==> src/rtl/icache_2way.sv <==
// Two-way set-associative instruction cache: serves fetch-stage reads and fills misses from the memory controller.
// Latency: hit returns data combinationally in the request cycle; miss costs one lookup cycle plus memory cycles, then hits.
// Backpressure: while a fill is outstanding the datapath sees ihit=0 and its request is ignored until the fill retires.
module icache_2way #(
   parameter int SETS = 8
) (
   input  logic        CLK,
   input  logic        RST,
   input  logic        imemREN,
   input  logic [31:0] imemaddr,
   output logic [31:0] imemload,
   output logic        ihit,
   input  logic        iflush,
   output logic        iREN,
   output logic [31:0] iaddr,
   input  logic        iwait,
   input  logic [31:0] iload
);
   localparam int WAYS = 2;
   localparam int IW   = $clog2(SETS);
   localparam int TW   = 32 - IW - 2;

   typedef enum logic {IDLE = 1'b0, FETCH = 1'b1} state_t;

   state_t          state_q, state_d;
   logic [29:0]     maddr_q, maddr_d;   // word address of the outstanding fill
   logic            drop_q, drop_d;     // flush seen mid-fill: discard the returning word
   logic [WAYS-1:0] valid_q [SETS];
   logic [TW-1:0]   tag_q   [SETS][WAYS];
   logic [31:0]     data_q  [SETS][WAYS];
   logic [SETS-1:0] lru_q;              // way to evict next in each set

   logic [IW-1:0]   idx, midx;
   logic [TW-1:0]   tag, mtag;
   logic            hit0, hit1;
   logic            victim;
   logic            fill_en;
   logic            touch_en;
   logic            touch_way;
   logic            unused_addr_bits;

   // Byte offset never selects anything in a word-wide cache.
   assign unused_addr_bits = ^imemaddr[1:0];

   assign idx  = imemaddr[IW+1:2];
   assign tag  = imemaddr[31:IW+2];
   assign midx = maddr_q[IW-1:0];
   assign mtag = maddr_q[29:IW];
   assign hit0 = valid_q[idx][0] && (tag_q[idx][0] == tag);
   assign hit1 = valid_q[idx][1] && (tag_q[idx][1] == tag);

   // Victim choice for the fill set: an empty way first, otherwise the LRU way.
   always_comb begin
      victim = lru_q[midx];
      if (!valid_q[midx][0]) begin
         victim = 1'b0;
      end else if (!valid_q[midx][1]) begin
         victim = 1'b1;
      end
   end

   // Lookup, miss entry and fill sequencing; outputs decoded from state.
   always_comb begin
      state_d   = state_q;
      maddr_d   = maddr_q;
      drop_d    = drop_q;
      ihit      = 1'b0;
      imemload  = 32'h0;
      iREN      = 1'b0;
      iaddr     = 32'h0;
      fill_en   = 1'b0;
      touch_en  = 1'b0;
      touch_way = 1'b0;
      case (state_q)
         IDLE: begin
            // A flush cycle neither hits nor starts a fill.
            if (imemREN && !iflush) begin
               if (hit0 || hit1) begin
                  ihit      = 1'b1;
                  touch_en  = 1'b1;
                  touch_way = !hit0;   // way 0 wins a double match
                  imemload  = hit0 ? data_q[idx][0] : data_q[idx][1];
               end else begin
                  maddr_d = imemaddr[31:2];
                  drop_d  = 1'b0;
                  state_d = FETCH;
               end
            end
         end
         FETCH: begin
            iREN  = 1'b1;
            iaddr = {maddr_q, 2'b00};
            if (iflush) begin
               drop_d = 1'b1;
            end
            if (!iwait) begin
               state_d = IDLE;
               drop_d  = 1'b0;
               fill_en = !drop_q && !iflush;
            end
         end
         default: state_d = IDLE;
      endcase
   end

   // Control state, valid and LRU bits; flush overrides any same-cycle update.
   always_ff @(posedge CLK) begin
      if (RST) begin
         state_q <= IDLE;
         maddr_q <= '0;
         drop_q  <= 1'b0;
         lru_q   <= '0;
         for (int s = 0; s < SETS; s++) begin
            valid_q[s] <= '0;
         end
      end else begin
         state_q <= state_d;
         maddr_q <= maddr_d;
         drop_q  <= drop_d;
         if (iflush) begin
            lru_q <= '0;
            for (int s = 0; s < SETS; s++) begin
               valid_q[s] <= '0;
            end
         end else if (fill_en) begin
            valid_q[midx][victim] <= 1'b1;
            lru_q[midx]           <= ~victim;
         end else if (touch_en) begin
            lru_q[idx] <= ~touch_way;
         end
      end
   end

   // Tag and data storage: written only by a completed, undropped fill.
   always_ff @(posedge CLK) begin
      if (!RST && fill_en) begin
         tag_q[midx][victim]  <= mtag;
         data_q[midx][victim] <= iload;
      end
   end

endmodule

==> config.mk <==
export PLATFORM = sky130hd
export DESIGN_NAME = icache_2way
export DESIGN_NICKNAME = d
export VERILOG_FILES = /design/src/rtl/icache_2way.sv
export SDC_FILE = /design/constraint.sdc
export NUM_CORES = 1
export LEC_CHECK = 0
export CAP_MARGIN = 20
export CORE_UTILIZATION = 60
export DETAILED_ROUTE_END_ITERATION = 6
export PLACE_DENSITY = 0.78
export RECOVER_POWER = 100
export SYNTH_ARGS = -nofsm -noshare
export SYNTH_HDL_FRONTEND = slang
export SYNTH_SLANG_ARGS = --single-unit
==> constraint.sdc <==
create_clock -name CLK -period 11.7 [get_ports CLK]
set_input_delay 3.51 -clock CLK [delete_from_list [all_inputs] [get_ports CLK]]
set_output_delay 3.51 -clock CLK [all_outputs]
set_load 0.01 [all_outputs]
==> results.yml, run 1 <==
place:
  place_congestion: 0.908
  io_buffers: 130
  dp.cells: 3087
  hpwl_um: 52400
  place_area_um2: 41500
  place_ws_ns: 0.397
timing:
  setup_violations: 0
  setup_tns_ns: 0
  fin_crit_ns: 11.46
  fin_ws_ns: 0.237
  rsz0062_at_grt: "false"
  tightest_slew_ns: 4.53
  hold_violations: 0
  drv_slew: 1040
  fmax_ghz: 0.0872
  hold_ws_ns: 0.477
  fin_worst_skew_ns: 0.0330
  slew_headroom_pct: -202
  final.period_utilization_pct: 98.0
floorplan:
  start_util_pct: 60.6
  core_um2: 64300
  pin_count: 135
  num_rows: 93
  dieArea_um2: 66000
  die_w_um: 257
  fp.dieH_um: 257
yosys:
  avgSynthCellArea_um2: 18.1
  yosysWarnings: 0
  synth-edff-count: 944
  synth-seq-area-share_pct: 75.8
  synthFlopType: "edfxtp_1"
  syn_area_um2: 39000
  synthArstFlopShare_pct: 0
  synth_cell_type_count: 54
  syn-instance-count: 2156
  synth-seq-cells: 1003
hold_path:
  holdCritPathClass: "reg2reg"
  min-delay-start: "valid_q[4][0]"
  hold_depth: 1
  min_to: "valid_q[4][0]"
detailed_routing:
  viasPerCell: 6.72
  vias: 22000
  drt_pass1_iterations: 5
  routed_wl_um: 97600
  ant_nets: 0
  post_drt_wl_per_cell_um: 29.8
  dr.first_iter.drc_count: 2645
  drc: 0
final_layout:
  drive_above_1_share_pct: 15.4
  mostFrequentLayoutCell: "edfxtp_1"
  stdcell_count: 3274
  areaGrowthSynthToFinish_pct: 14.6
  layout_common_cells: "edfxtp_1 (944), o22ai_1 (191), mux2i_1 (121), mux4_2 (110), clkbuf_16 (99)"
  nets: 2403
  fill_cells: 3932
  utilization_pct: 69.4
  fin_area_um2: 44700
worst_setup_path:
  critPathLaunchType: "input pin"
  cp.required_ns: 8.19
  r2r_start: "state_q"
  cp_cell_sequence: "buf_6, buf_12, or2_2, o22ai_1, or3_1, a21oi_1, nand4_1, nor4_1, clkbuf_1, nand3b_1, buf_12, o22ai_1, dlygate4sd3_1"
  worst_ep_arrival_time_ns: 7.95
  end_kind: "primary output"
  reg2reg_depth: 6
  path_max_fanout: 70
  cpPeakStageDelay_ns: 0.70
  critPathKind: "in2out"
  r2r_slack_ns: 3.30
  crit_slowest_cell: "dlygate4sd3_1"
  reg2reg_to: "data_q[7][31]"
cts:
  htreeDepth: 3
  clock-sinks: 1003
  cts_hold_buf: 0
  worstSkewPairLatency_ns: 0.67
  root_buffer: "clkbuf_16"
  clk_pin_slew_ns: 0.06
  post_cts_buffers: 0
  cts-resized-gates: 0
  clock_path_buffers: 3
  cts_buffers: 98
  cts_tree: "yes"
pwr:
  switching_share_pct: 20.9
  share_comb_of_total_power_pct: 4.4
  vdd_ir_drop_max_v: 0.000178
  p_seq_share_pct: 52.0
  clock_power_share_pct: 43.6
  power.internal_mw: 6.01
  p_leak_nw: 14.2
  net-switching-power_mw: 1.59
  power_density_nw_per_um2: 170
  power_mw: 7.60
grt:
  grt_pass1_wl_um: 143000
  grt_max_degree: 74
  antenna_found_initial: 6
  grt_remaining_overflow: 0
  grt_pass1_vias: 22200
  grtUsageTotal_pct: 29.8
run_status:
  violations: "max-capacitance violations, max-slew violations"
  status: "finished with violations"
run:
  max-cap-violations: 34
[cell usage after synthesis (all sizes together) (5+ instances only)]
cell	count	share of area [%]
a211o	8	0.18
a211oi	20	0.39
a21o	16	0.31
a21oi	18	0.23
a221oi	5	0.11
and2	32	0.51
buf	67	1.0
clkbuf	58	0.56
dfxtp	59	3.0
edfxtp	944	73
mux2	47	1.4
mux2i	121	3.1
mux4	110	6.4
nand2	56	0.55
nand2b	73	1.2
nand3	6	0.077
nand4	7	0.11
nor2	92	0.89
nor2b	18	0.29
nor3	14	0.18
nor4	25	0.49
o21ai	34	0.44
o221ai	25	0.56
o22ai	191	3.1
or2	5	0.080
or3	6	0.096
or4	21	0.41
xnor2	37	0.83
xor2	7	0.16
[per-layer routing]
| layer | GRT usage [%] | routed length [µm] | vias to the layer above | share of wire [%] |
|---|---|---|---|---|
| li1 | - | - | 9100 | - |
| met1 | 40.3 | 36000 | 11200 | 37 |
| met2 | 48.1 | 48100 | 1429 | 49 |
| met3 | 5.92 | 10100 | 256 | 10 |
| met4 | 11.7 | 3380 | 6 | 3.5 |
| met5 | 0 | 33 | - | 0.034 |
[how the worst max path moves through the flow]
| stage | slack, ns | endpoint | from | cells past startpoint |
|---|---|---|---|---|
| after floorplan | 1.98 | imemload[15] | imemaddr[2] | 13 |
| after global placement | 0.40 | imemload[4] | imemaddr[2] | 11 |
| after detailed placement | 0.40 | imemload[4] | imemaddr[2] | 11 |
| after CTS | 0.35 | imemload[4] | imemaddr[2] | 11 |
| after global routing | 0.14 | imemload[4] | imemaddr[2] | 13 |
| final | 0.24 | imemload[4] | imemaddr[3] | 13 |
[flip-flops by register name, indices dropped and copies added, names as in the netlist, named ones only]
register,flops
valid_q,16
lru_q,8
state_q,1
drop_q,1
tag_q,432
data_q,512
maddr_q,30
[cells by family after synthesis]
logic type / Yosys count / synth area share [%]
xor gates and xnor gates: 44 / 0.989
other: 1 / 0.00962
and+or+nand+nor: 365 / 5.08
DFF: 1003 / 75.8
buffers and inverters: 127 / 1.59
AOI/OAI and AO/OA: 338 / 5.73
muxes: 278 / 10.8
[cell type report]
| cell class | instances | area (µm²) | area share (%) |
|---|---|---|---|
| sequential | 1003 | 29500 | 66.1 |
| antenna | 2 | 5.00 | 0.0112 |
| inverter | 2 | 7.51 | 0.0168 |
| clock inverter | 67 | 863 | 1.93 |
| clock buffer | 116 | 2550 | 5.71 |
| tap | 855 | 1070 | 2.40 |
| timing repair buffer | 202 | 1810 | 4.04 |
| multi-input combinational | 1027 | 8830 | 19.8 |
[power groups by stage]
stage | clock network (mW) | logic, mW | registers [mW]
CTS | 3.34 | 0.333 | 3.95
global route | 3.46 | 0.351 | 3.95
detailed placement | 0 | 0.330 | 4.03
floorplan | 0 | 0.199 | 4.02
global placement | 0 | 0.322 | 4.03
finish | 3.31 | 0.332 | 3.95
[worst max-delay path: cells and delay by family]
family,cells,cell delay [ns]
buf+inv,5,1.99
compound gates,3,0.85
simple gates,5,1.54
(Power assumes the default switching activity.)
==> run 2, diff against run 1 <==
--- a/config.mk
+++ b/config.mk
@@ -8,7 +8,7 @@
 export CAP_MARGIN = 20
 export CORE_UTILIZATION = 60
 export DETAILED_ROUTE_END_ITERATION = 6
-export PLACE_DENSITY = 0.78
+export PLACE_DENSITY_LB_ADDON = 0.25
 export RECOVER_POWER = 100
 export SYNTH_ARGS = -nofsm -noshare
 export SYNTH_HDL_FRONTEND = slang
==> results.yml, run 2 (synthesized netlist as in run 1, its figures left out) <==
run_status:
  status: "finished with violations"
  violations: "max-capacitance violations, max-slew violations"
detailed_routing:
  met2_length_um: 48700
  post_drt_wl_per_cell_um: 30.0
  routed_wl_um: 98000
  ant_nets: 0
  top_layer_used: "met5"
  vias: 21900
  wl_met3_um: 8930
  met1_length_um: 37300
  viasPerCell: 6.70
  drt_pass1_iterations: 5
  drc: 0
  dr.first_iter.drc_count: 2434
floorplan:
  dieArea_um2: 66000
  start_util_pct: 60.6
  die_w_um: 257
  core_um2: 64300
  fp.dieH_um: 257
  num_rows: 93
  pin_count: 135
worst_setup_path:
  worst_ep_arrival_time_ns: 7.94
  critPathKind: "in2out"
  critPathLaunchType: "input pin"
  crit_slowest_cell: "dlygate4sd3_1"
  cp_cell_sequence: "buf_6, mux4_2, mux2i_1, xor2_1, nand3_1, or4_1, nor4_4, nand2_1, buf_4, o22ai_1, dlygate4sd3_1"
  path_max_fanout: 37
  end_kind: "primary output"
  cp.required_ns: 8.19
  cpPeakStageDelay_ns: 0.67
timing:
  fin_worst_skew_ns: 0.0310
  slew_headroom_pct: -217
  fmax_ghz: 0.0873
  rsz0062_at_grt: "false"
  tightest_slew_ns: 4.76
  final.period_utilization_pct: 97.9
  fin_crit_ns: 11.45
  hold_violations: 0
  drv_slew: 1062
  setup_violations: 0
  setup_tns_ns: 0
cts:
  cts_buffers: 96
  root_buffer: "clkbuf_16"
  post_cts_buffers: 0
  cts_tree: "yes"
  cts_hold_buf: 0
  clock_path_buffers: 3
  cts-resized-gates: 0
  worstSkewPairLatency_ns: 0.68
  clock-sinks: 1003
  htreeDepth: 3
  clk_pin_slew_ns: 0.06
grt:
  grt_remaining_overflow: 0
  grt_pass1_wl_um: 144000
  grt_max_degree: 74
  antenna_found_initial: 5
  grtUsageTotal_pct: 30.1
  grt_pass1_vias: 22300
pwr:
  vdd_ir_drop_max_v: 0.000144
  power_density_nw_per_um2: 167
  p_leak_nw: 14.1
place:
  place_area_um2: 41400
  dp.cells: 3083
  io_buffers: 130
  hpwl_um: 52000
  place_congestion: 0.896
final_layout:
  stdcell_count: 3264
  utilization_pct: 69.0
  fill_cells: 4011
  nets: 2395
  layout_common_cells: "edfxtp_1 (944), o22ai_1 (191), mux2i_1 (121), mux4_2 (110), clkbuf_16 (97)"
  areaGrowthSynthToFinish_pct: 14.0
  top_regs: "data_q (512), tag_q (432), maddr_q (30)"
  regMostFlops: "data_q"
  largest_reg_flops: 512
  drive_above_1_share_pct: 15.0
  fin_area_um2: 44400
  mostFrequentLayoutCell: "edfxtp_1"
hold_path:
  holdCritPathClass: "reg2reg"
run:
  max-cap-violations: 34
[run 2: cell count changes in the layout (fill, tap and decap cells not counted), sizes merged]
cell,change
diode,+1
inv,-5
clkbuf,+12
clkdlybuf4s50,-1
clkinv,-10
bufinv,-8
buf,+2
clkinvlp,-2
dlygate4sd3,+1
[run 2: area by class of cell]
type / instances / area, µm² / area share, %
Tap cell: 855 / 1070 / 2.41
Clock buffer: 136 / 2650 / 5.97
Antenna cell: 3 / 7.51 / 0.0169
Clock inverter: 42 / 543 / 1.22
Timing Repair Buffer: 196 / 1800 / 4.06
Sequential cell: 1003 / 29500 / 66.5
Multi-Input combinational cell: 1027 / 8810 / 19.8
Inverter: 2 / 7.51 / 0.0169
[run 2: power by group]
part | total, mW | switching (mW) | internal [mW]
logic | 0.334 | 0.202 | 0.132
registers | 3.95 | 0.0250 | 3.93
clock network | 3.12 | 1.32 | 1.79
total | 7.41 | 1.55 | 5.85
[run 2: worst paths after layout]
path,startpoint,end,slack (ns),cells past startpoint
worst max-delay path,imemaddr[2],imemload[2],0.25,11
worst min-delay path,valid_q[6][0],valid_q[6][0],0.48,1
worst max register to register,state_q,data_q[0][1],3.35,6
worst min register to register,valid_q[6][0],valid_q[6][0],0.48,1
[run 2: worst max-delay path: cells and delay by family]
family,cells,cell delay (ns)
mux,2,0.82
compound gates,1,0.38
simple gates,4,1.28
xor+xnor,1,0.45
buf+inv,3,1.44
[run 2: per-layer routing]
layer  track usage (%)  up-vias
li1                  -     9076
met5                 0        -
met1              41.1    11300
met2              49.4     1253
met4              10.5        8
met3              5.43      232
[run 2: metrics by stage]
stage          setup WS, ns  hold slack [ns]  total power [mW]
2_1_floorplan          1.98            0.438              4.22
3_3_place_gp          0.302            0.446              4.35
3_5_place_dp          0.310            0.462              4.36
4_1_cts               0.289            0.478              7.42
5_1_grt              0.0842            0.491              7.58
6_report              0.246            0.477              7.41
==> run 3, diff against run 2 <==
==> constraint.sdc (replaced) <==
create_clock -name CLK -period 11.2 [get_ports CLK]
set_input_delay 3.36 -clock CLK [delete_from_list [all_inputs] [get_ports CLK]]
set_output_delay 3.36 -clock CLK [all_outputs]
set_load 0.01 [all_outputs]
==> results.yml, run 3 (synthesized netlist as in run 1, its figures left out) <==
run_status:
  status: "finished with violations"
  violations: "max-capacitance violations, max-slew violations"
floorplan:
  fp.dieH_um: 257
  start_util_pct: 60.6
  pin_count: 135
  num_rows: 93
  dieArea_um2: 66000
  die_w_um: 257
  core_um2: 64300
pwr:
  p_leak_nw: 14.1
  power_density_nw_per_um2: 172
  power_mw: 7.64
  vdd_ir_drop_max_v: 0.000149
timing:
  final.period_utilization_pct: 99.1
  drv_slew: 993
  setup_tns_ns: 0
  fmax_ghz: 0.0901
  setup_violations: 0
  fin_worst_skew_ns: 0.0297
  tightest_slew_ns: 4.97
  hold_violations: 0
  rsz0062_at_grt: "false"
  fin_crit_ns: 11.10
  slew_headroom_pct: -231
detailed_routing:
  vias: 21800
  drt_pass1_iterations: 5
  dr.first_iter.drc_count: 2492
  viasPerCell: 6.66
  ant_nets: 0
  post_drt_wl_per_cell_um: 29.3
  routed_wl_um: 96000
  drc: 0
grt:
  grt_remaining_overflow: 0
  grt_max_degree: 74
  grt_pass1_wl_um: 141000
  grt_pass1_vias: 22000
  antenna_found_initial: 5
  grtUsageTotal_pct: 29.4
worst_setup_path:
  critPathLaunchType: "input pin"
  cp.required_ns: 7.84
  cpPeakStageDelay_ns: 0.65
  crit_slowest_cell: "clkdlybuf4s50_1"
  end_kind: "primary output"
  critPathKind: "in2out"
  worst_ep_arrival_time_ns: 7.74
  cp_cell_sequence: "buf_6, mux4_2, mux2i_1, xor2_1, nand3_1, or4_1, nor4_4, nand2_1, clkbuf_4, o22ai_1, clkdlybuf4s50_1"
  path_max_fanout: 32
final_layout:
  largest_reg_flops: 512
  regMostFlops: "data_q"
  top_regs: "data_q (512), tag_q (432), maddr_q (30)"
  mostFrequentLayoutCell: "edfxtp_1"
  nets: 2402
  stdcell_count: 3272
  layout_common_cells: "edfxtp_1 (944), o22ai_1 (191), mux2i_1 (121), mux4_2 (110), clkbuf_16 (97)"
  areaGrowthSynthToFinish_pct: 13.9
  drive_above_1_share_pct: 14.8
cts:
  cts_hold_buf: 0
  clock-sinks: 1003
  clk_pin_slew_ns: 0.06
  htreeDepth: 3
  cts-resized-gates: 0
  cts_tree: "yes"
  worstSkewPairLatency_ns: 0.68
  clock_path_buffers: 3
  post_cts_buffers: 0
  cts_buffers: 97
  root_buffer: "clkbuf_16"
hold_path:
  holdCritPathClass: "reg2reg"
place:
  io_buffers: 130
  dp.cells: 3088
  place_congestion: 0.924
  hpwl_um: 52300
run:
  max-cap-violations: 30
run 3: layer usage:
layer | track usage (%) | up-vias | wire (µm)
li1 | - | 9085 | -
met1 | 40.1 | 11200 | 36300
met2 | 47.8 | 1296 | 47300
met3 | 5.28 | 252 | 9090
met4 | 10.9 | 4 | 3330
met5 | 0 | - | 27
run 3: through the flow:
stage	utilization (%)	hold WS, ns	setup WS [ns]	instance area (µm²)
finish	69.0	0.479	0.0981	44400
global route	69.0	0.500	0.0925	44400
CTS	69.3	0.478	0.286	44600
detailed placement	64.5	0.463	0.309	41500
global placement	64.5	0.445	0.306	41500
floorplan	-	0.438	1.78	39000
run 3: cell type report:
cell class	instances	area (µm²)
Sequential cell	1003	29500
Fill cell	4101	20000
Multi-Input combinational cell	1027	8830
Clock buffer	122	2550
Timing Repair Buffer	202	1850
Tap cell	855	1070
Clock inverter	58	549
Inverter	2	7.51
Antenna cell	3	7.51
run 3: where the power goes:
group          internal, mW  switching [mW]
clock                  1.77            1.40
combinational         0.139           0.210
sequential             4.10          0.0260
run 3: final timing paths:
kind	startpoint	end	slack, ns	cells past startpoint
max	imemaddr[2]	imemload[2]	0.1	11
min	valid_q[0][1]	valid_q[0][1]	0.48	1
max reg2reg	state_q	tag_q[2][17]	3.09	6
min reg2reg	valid_q[0][1]	valid_q[0][1]	0.48	1
run 3: worst max-delay path, delay by kind of cell:
family          cells  cell delay (ns)
xor+xnor            1             0.47
mux                 2             0.74
simple gates        4             1.28
buf+inv             3             1.38
compound gates      1             0.46
